--- config.mk ---
export PLATFORM = sky130hd
export DESIGN_NAME = pattern_dac_burst
export DESIGN_NICKNAME = d
export VERILOG_FILES = /design/src/rtl/pattern_dac_burst.sv
export SDC_FILE = /design/constraint.sdc
export NUM_CORES = 1
export LEC_CHECK = 0
export CAP_MARGIN = 15
export CORE_ASPECT_RATIO = 0.6
export CORE_UTILIZATION = 35
export DETAILED_ROUTE_END_ITERATION = 8
export GPL_TIMING_DRIVEN = 0
export PLACE_DENSITY_LB_ADDON = 0.2
export SETUP_SLACK_MARGIN = 0.1
export SLEW_MARGIN = 5
export SYNTH_ARGS = -nofsm -noshare
export SYNTH_HDL_FRONTEND = slang
export SYNTH_SLANG_ARGS = --single-unit
--- constraint.sdc ---
create_clock -name clk -period 3.8 [get_ports clk]
set_input_delay 0.95 -clock clk [delete_from_list [all_inputs] [get_ports clk]]
set_output_delay 0.95 -clock clk [all_outputs]
set_load 0.03 [all_outputs]
--- src/rtl/pattern_dac_burst.sv ---
// Burst pattern serialiser driving a DAC word from latched high/low levels.
// Repeats an explicit-length bit pattern with optional inter-pattern gaps and start/stop/abort control.
module pattern_dac_burst #(
  parameter int PAT_WIDTH   = 16,
  parameter int DAC_WIDTH   = 14,
  parameter int CNT_WIDTH   = 16,
  parameter int BURST_WIDTH = 8,
  parameter int LEN_WIDTH   = $clog2(PAT_WIDTH)
) (
  input  logic                   clk,
  input  logic                   rst_n,
  input  logic                   start,
  input  logic                   stop,
  input  logic                   abort,
  input  logic [PAT_WIDTH-1:0]   pat,
  input  logic [LEN_WIDTH-1:0]   pat_len,
  input  logic [CNT_WIDTH-1:0]   bit_cycles,
  input  logic [CNT_WIDTH-1:0]   gap_cycles,
  input  logic [BURST_WIDTH-1:0] burst_num,
  input  logic [DAC_WIDTH-1:0]   lvl_hi,
  input  logic [DAC_WIDTH-1:0]   lvl_lo,
  input  logic [DAC_WIDTH-1:0]   lvl_idle,
  output logic [DAC_WIDTH-1:0]   dac_data,
  output logic                   pat_out,
  output logic                   busy,
  output logic                   done,
  output logic [BURST_WIDTH-1:0] burst_cnt
);

  // state    | meaning
  // S_IDLE   | waiting for start, DAC at live idle level
  // S_ACTIVE | serialising pattern bits
  // S_GAP    | inter-pattern gap, pat_out low
  // S_DONE   | one-cycle end-of-run pulse
  typedef enum logic [1:0] {S_IDLE, S_ACTIVE, S_GAP, S_DONE} state_t;

  state_t state, state_nx;

  logic [PAT_WIDTH-1:0]   pat_q;
  logic [LEN_WIDTH-1:0]   len_q;
  logic [CNT_WIDTH-1:0]   bit_cycles_q;
  logic [CNT_WIDTH-1:0]   gap_q;
  logic [BURST_WIDTH-1:0] burst_num_q;
  logic [DAC_WIDTH-1:0]   lvl_hi_q;
  logic [DAC_WIDTH-1:0]   lvl_lo_q;

  logic [LEN_WIDTH-1:0]   bit_idx, bit_idx_nx;
  logic [CNT_WIDTH-1:0]   bit_cnt, bit_cnt_nx;
  logic [CNT_WIDTH-1:0]   gap_cnt, gap_cnt_nx;
  logic [BURST_WIDTH-1:0] burst_cnt_nx;
  logic                   stop_pend, stop_pend_nx;
  logic                   pat_out_nx;
  logic                   load_cfg;

  logic [LEN_WIDTH-1:0]   idx_inc;
  logic [BURST_WIDTH-1:0] burst_inc;
  logic                   last_pat;

  assign idx_inc   = bit_idx + LEN_WIDTH'(1);
  assign burst_inc = burst_cnt + BURST_WIDTH'(1);
  assign last_pat  = (burst_num_q != '0) && (burst_inc == burst_num_q);

  assign busy = (state == S_ACTIVE) || (state == S_GAP);
  assign done = (state == S_DONE);

  always_comb begin
    state_nx     = state;
    pat_out_nx   = pat_out;
    bit_idx_nx   = bit_idx;
    bit_cnt_nx   = bit_cnt;
    gap_cnt_nx   = gap_cnt;
    burst_cnt_nx = burst_cnt;
    stop_pend_nx = stop_pend;
    load_cfg     = 1'b0;

    case (state)
      S_IDLE: begin
        if (start) begin
          load_cfg     = 1'b1;
          state_nx     = S_ACTIVE;
          bit_idx_nx   = '0;
          bit_cnt_nx   = bit_cycles;
          pat_out_nx   = pat[0];
          burst_cnt_nx = '0;
          stop_pend_nx = 1'b0;
        end
      end

      S_ACTIVE: begin
        if (stop) stop_pend_nx = 1'b1;
        if (abort) begin
          state_nx   = S_DONE;
          pat_out_nx = 1'b0;
        end else if (bit_cnt != '0) begin
          bit_cnt_nx = bit_cnt - CNT_WIDTH'(1);
        end else if (bit_idx != len_q) begin
          bit_idx_nx = idx_inc;
          bit_cnt_nx = bit_cycles_q;
          pat_out_nx = pat_q[idx_inc];
        end else begin
          // Pattern boundary: a stop raised on this very cycle still ends the run here.
          burst_cnt_nx = burst_inc;
          if (last_pat || stop_pend || stop) begin
            state_nx   = S_DONE;
            pat_out_nx = 1'b0;
          end else if (gap_q == '0) begin
            bit_idx_nx = '0;
            bit_cnt_nx = bit_cycles_q;
            pat_out_nx = pat_q[0];
          end else begin
            state_nx   = S_GAP;
            gap_cnt_nx = gap_q - CNT_WIDTH'(1);
            pat_out_nx = 1'b0;
          end
        end
      end

      S_GAP: begin
        if (stop) stop_pend_nx = 1'b1;
        if (abort || stop_pend) begin
          state_nx   = S_DONE;
          pat_out_nx = 1'b0;
        end else if (gap_cnt == '0) begin
          state_nx   = S_ACTIVE;
          bit_idx_nx = '0;
          bit_cnt_nx = bit_cycles_q;
          pat_out_nx = pat_q[0];
        end else begin
          gap_cnt_nx = gap_cnt - CNT_WIDTH'(1);
        end
      end

      S_DONE: begin
        state_nx   = S_IDLE;
        pat_out_nx = 1'b0;
      end

      default: begin
        state_nx   = S_IDLE;
        pat_out_nx = 1'b0;
      end
    endcase
  end

  always_ff @(posedge clk or negedge rst_n) begin
    if (!rst_n) begin
      state     <= S_IDLE;
      pat_out   <= 1'b0;
      bit_idx   <= '0;
      bit_cnt   <= '0;
      gap_cnt   <= '0;
      burst_cnt <= '0;
      stop_pend <= 1'b0;
    end else begin
      state     <= state_nx;
      pat_out   <= pat_out_nx;
      bit_idx   <= bit_idx_nx;
      bit_cnt   <= bit_cnt_nx;
      gap_cnt   <= gap_cnt_nx;
      burst_cnt <= burst_cnt_nx;
      stop_pend <= stop_pend_nx;
    end
  end

  always_ff @(posedge clk or negedge rst_n) begin
    if (!rst_n) begin
      pat_q        <= '0;
      len_q        <= '0;
      bit_cycles_q <= '0;
      gap_q        <= '0;
      burst_num_q  <= '0;
      lvl_hi_q     <= '0;
      lvl_lo_q     <= '0;
    end else if (load_cfg) begin
      pat_q        <= pat;
      len_q        <= pat_len;
      bit_cycles_q <= bit_cycles;
      gap_q        <= gap_cycles;
      burst_num_q  <= burst_num;
      lvl_hi_q     <= lvl_hi;
      lvl_lo_q     <= lvl_lo;
    end
  end

  // DAC word follows the registered state/pat_out, so it trails pat_out by one cycle.
  always_ff @(posedge clk or negedge rst_n) begin
    if (!rst_n) begin
      dac_data <= '0;
    end else begin
      case (state)
        S_ACTIVE: dac_data <= pat_out ? lvl_hi_q : lvl_lo_q;
        S_GAP:    dac_data <= lvl_lo_q;
        default:  dac_data <= lvl_idle;
      endcase
    end
  end

endmodule
# --- Word level (Yosys, flattened, before mapping) ---
# Index checks and enable logic that the tools add are counted.
word_totals:
  regBits: 150
  elab_cells: 124
  in_bits: 107
op_classes:
  reduce_logical: 22
  magnitude_cmp: 1
  add_sub_neg: 5
  eq_ne: 23
  n_mux: 58
ops:
  columns: ["cell", "count"]
  rows:
  - ["16-bit two-way mux", 15]
  - ["16-bit one-hot mux with 3 select lines", 1]
  - ["16-bit by 1-bit subtractor with 16-bit output, second input constant", 3]
  - ["16-bit logical NOT", 2]
  - ["4-bit two-way mux", 8]
  - ["8-bit two-way mux", 4]
  - ["16-bit one-hot mux with 2 select lines", 1]
  - ["14-bit one-hot mux with 2 select lines", 1]
  - ["2-bit two-way mux", 8]
  - ["2-bit inequality test, second input constant", 8]
  - ["8-bit one-hot mux with 2 select lines", 1]
  - ["8-bit AND reduction", 2]
  - ["16-bit nonzero test", 1]
  - ["14-bit two-way mux", 1]
  - ["1-bit two-way mux", 13]
  - ["4-bit one-hot mux with 3 select lines", 1]
  - ["5-bit AND reduction", 2]
  - ["3-bit inequality test, second input constant", 3]
  - ["8-bit by 1-bit adder with 8-bit output, second input constant", 1]
  - ["8-bit == test", 1]
  - ["4-bit inequality test, second input constant", 2]
  - ["2-bit one-hot mux with 4 select lines", 1]
  - ["8-bit nonzero test", 1]
  - ["7-bit AND reduction", 1]
  - ["18 further kinds", 27]

# --- Depth between registers and ports, before layout ---
depth:
  word_depth: 10
  depth_mapped: 14

# --- Least setup slack after synthesis ---
# Ideal clock, no wire load.
synth_path:
  path_type: "register to register"
  from: "register state[0]"
  to: "register gap_cnt[12]"
  arrival_ps: 3606
  slack_ps: 123
  stages_incl_launch_ff: 15
  synth_period_minus_slack_ps: 3677
  setup_ps: 71
  path_cell_list: "dfrtp_1 > inv_1 > ha_1 > clkbuf_1 > clkbuf_1 > clkbuf_1 > buf_1 > mux2i_1 > ha_1 > o221ai_1 > or2_1 > nor3_1 > xnor2_1 > or3_1 > nand4_1"
synth_via:
  elab_chain_len: 3
  word_cells_on_any_way: 12
  cone_classes: "eq/ne: 9; mux: 1; reduce/logical: 2"
synth_rtl:
  columns: ["item", "line_no", "text"]
  rows:
  - ["start: declaration", "37", "state_t state, state_nx;"]
  - ["start signal: assignment", "155", "state <= state_nx;"]
  - ["2-bit == test or 2-bit by 1-bit == test with 1-bit output (tied branches)", "76", "case (state)"]
  - ["2-bit inequality test (no line) or 2-bit nonzero test (tied branches)", null, null]
  - ["8-bit AND reduction (no line)", null, null]
  - ["end signal: assignment", "159", "gap_cnt <= gap_cnt_nx;"]
  - ["end: declaration", "49", "logic [CNT_WIDTH-1:0] gap_cnt, gap_cnt_nx;"]
# Parallel ways exist; a longest one is shown, timed or not.
# A chain may end at the register's enable or synchronous reset.

# --- Worst setup path in the final report ---
# Ends and elaborated chain as after synthesis.

==> results.ini <==
[sta]
grt_setup_unrepaired=no
setup_viol=0
finalMaxSlewViolations=0
slew_headroom_pct=44.2
report.final.hold_viol_count=0
skew_ns=0.0119
worst_pin_slew_ns=0.838
clock.fmax_mhz=288
layout_min_cycle_time_ns=3.47
setup_tns_ns=0
timing.final.crit_share_pct=91.4

[synth]
synth-edff-count=0
ys_types=64
synth_flop_cell=dfrtp_1
async_flop_share_pct=100
netlist_instances=732
synth_nets=848
seq_area_frac_synth_pct=46.2
yosysWarnings=0
avgSynthCellArea_um2=11.1
ys_ff_latch=150
synth_area_um2=8120

[floorplanning]
core_area_um2=22400
rows=42
start_util_pct=36.3
dieArea_um2=23800
die_h_um=120
chipWidth_um=199
pin_count=132

[finish]
multiInputGateArea_um2=4180
fin_nets=1000
layout_commonest_cell=dfrtp_1
fin_area_um2=10500
layout.cells.non_filler=1206
fillers=2087
layout-drive-gt1-share_pct=21.2
register_area_um2=3750
syn2layout_area_growth_pct=29.9
final_cell_mix=150 x dfrtp_1, 130 x clkdlybuf4s50_1, 109 x mux2_2, 55 x nor2_1, 43 x a21oi_1

[route]
dr.pass1.iters=5
ant_nets=0
wl_per_cell_um=19.0
wirelength_um=22900
vias_per_cell=5.34
num_vias=6445
drc=0
drt_iter0_markers=480

[place]
place_inst=1172
port_buffers=131
post-dp-hpwl_um=16500
gp_congestion=0.857
place_area_um2=9850

[outcome]
status=completed

[worst_hold_path]
min_path_type=in -> async

[cts]
clkTransAtPathRegs_ns=0.06
numCtsBuffers=17
h-tree-depth=4
cts_hold_buf=0
clk_latency_ns=0.44
cts_sinks=150
cts_tree=done
clock_path_buffers=2
cts_root_buffer=clkbuf_16

[grt]
grt_max_degree=86
grt_overflow=0
first_global_vias=6184
grt_first_pass_wirelength_um=36400
antenna_found_initial=2
gr-usage-all-layers_pct=20.2

[setup_path]
start_kind=flip-flop
path_class=reg -> reg
arrival_ns=3.84
required_ns=4.16
end_kind=flip-flop
worstPathMaxFanout=10

[run]
maxCapViolCount=0

[power_and_ir_drop]
p_leak_nw=4.16
vdd_ir_drop_max_mv=0.419
powerDensity_nw_per_um2=881

==> cells by family (layout without fill, tap and decap cells) <==
kind of cell    after synthesis  count (layout)  share of synthesized area, %
simple gates                205             205                          13.6
compound gates              155             155                          13.3
flops                       150             150                          46.2
mux                         127             127                          18.7
buf+inv                      48             213                          2.64
xor+xnor                     38              38                          4.10
fa+ha+maj                     9               9                          1.39
other cells                   0               1                             0
==> synth_stat cells, drive strengths merged (5+ instances only) <==
| master | instances | area [µm²] |
|---|---|---|
| a211o | 12 | 105 |
| a21oi | 43 | 215 |
| a22o | 5 | 43.8 |
| a22oi | 26 | 195 |
| and3 | 5 | 31.3 |
| buf | 19 | 105 |
| clkbuf | 25 | 93.8 |
| dfrtp | 150 | 3750 |
| ha | 9 | 113 |
| mux2 | 119 | 1380 |
| mux4 | 5 | 113 |
| nand2 | 31 | 116 |
| nand2b | 11 | 68.8 |
| nand3 | 19 | 100 |
| nand4 | 5 | 31.3 |
| nor2 | 55 | 206 |
| nor3 | 26 | 135 |
| nor4 | 11 | 83.8 |
| nor4b | 8 | 70.1 |
| o211ai | 5 | 37.5 |
| o21ai | 20 | 100 |
| o31ai | 14 | 105 |
| or3 | 8 | 55.1 |
| xnor2 | 23 | 201 |
| xor2 | 15 | 131 |
==> power breakdown <==
part           switching, mW  leakage, nW  total, mW  internal [mW]
sequential             0.648         1.80       3.04           2.39
combinational           2.27         2.06       4.41           2.15
clock                  0.717        0.301       1.84           1.12
==> worst paths after layout <==
| path | startpoint | end | slack [ns] | cells past startpoint |
|---|---|---|---|---|
| setup / recovery | state[0] | gap_cnt[12] | 0.33 | 14 |
| setup reg to reg | state[0] | gap_cnt[12] | 0.33 | 14 |
| min in group clk | lvl_hi_q[13] | lvl_hi_q[13] | 0.50 | 1 |
| hold / removal | rst_n | dac_data[2] | 0.46 | 1 |
| hold reg to reg | lvl_hi_q[13] | lvl_hi_q[13] | 0.50 | 1 |
| max in group asynchronous | rst_n | burst_cnt[2] | 2.50 | 2 |
==> per-layer routing <==
layer	vias to the layer above	track usage (%)	wire length (µm)
li1	3030	-	-
met1	3143	33.4	12300
met2	254	25.3	8560
met3	16	4.75	1830
met4	2	4.76	182
met5	-	0	13
==> final cells by class <==
type,count,area share [%]
timing repair buffer,133,12.8
multi-input combinational,534,39.7
antenna,1,0.0237
sequential,150,35.6
clock inverter,10,1.35
inverter,4,0.142
tap,308,3.66
buffer,44,2.07
clock buffer,22,4.69
==> per-stage QoR <==
step                      setup slack (ns)  power [mW]  hold slack, ns  util (%)
after floorplan                      0.123        6.07           0.464         -
after global placement               -4.68        7.35           0.481      43.8
after detailed placement             -1.19        7.40           0.488      44.0
after CTS                            0.124        9.29           0.475      47.0
after global routing                 0.105        9.94           0.509      47.1
final                                0.328        9.29           0.460      47.1
==> flip-flops by register name, indices dropped and copies added, names as in the netlist <==
signal,flops
lvl_hi_q,14
pat_q,16
state,2
gap_cnt,16
len_q,4
gap_q,16
stop_pend,1
lvl_lo_q,14
dac_data,14
bit_idx,4
burst_cnt,8
bit_cycles_q,16
bit_cnt,16
pat_out,1
burst_num_q,8
==> timing repair <==
action                                  CTS  global route
resized for setup                        11             5
buffers inserted                          0             1
endpoints found under the setup margin    7             4
pin swaps                                 0             1
==> critical path, stage by stage, from the launching register on <==
cell,delay [ns]
dfrtp_1,0.41
inv_2,0.12
ha_2,0.26
clkbuf_4,0.24
clkbuf_4,0.24
clkbuf_4,0.24
buf_6,0.19
mux2i_1,0.21
ha_2,0.28
o221ai_4,0.18
or2_4,0.32
nor3_1,0.22
xnor2_1,0.08
or3_1,0.32
nand4_1,0.10
Power figures use the tool's default switching activity.
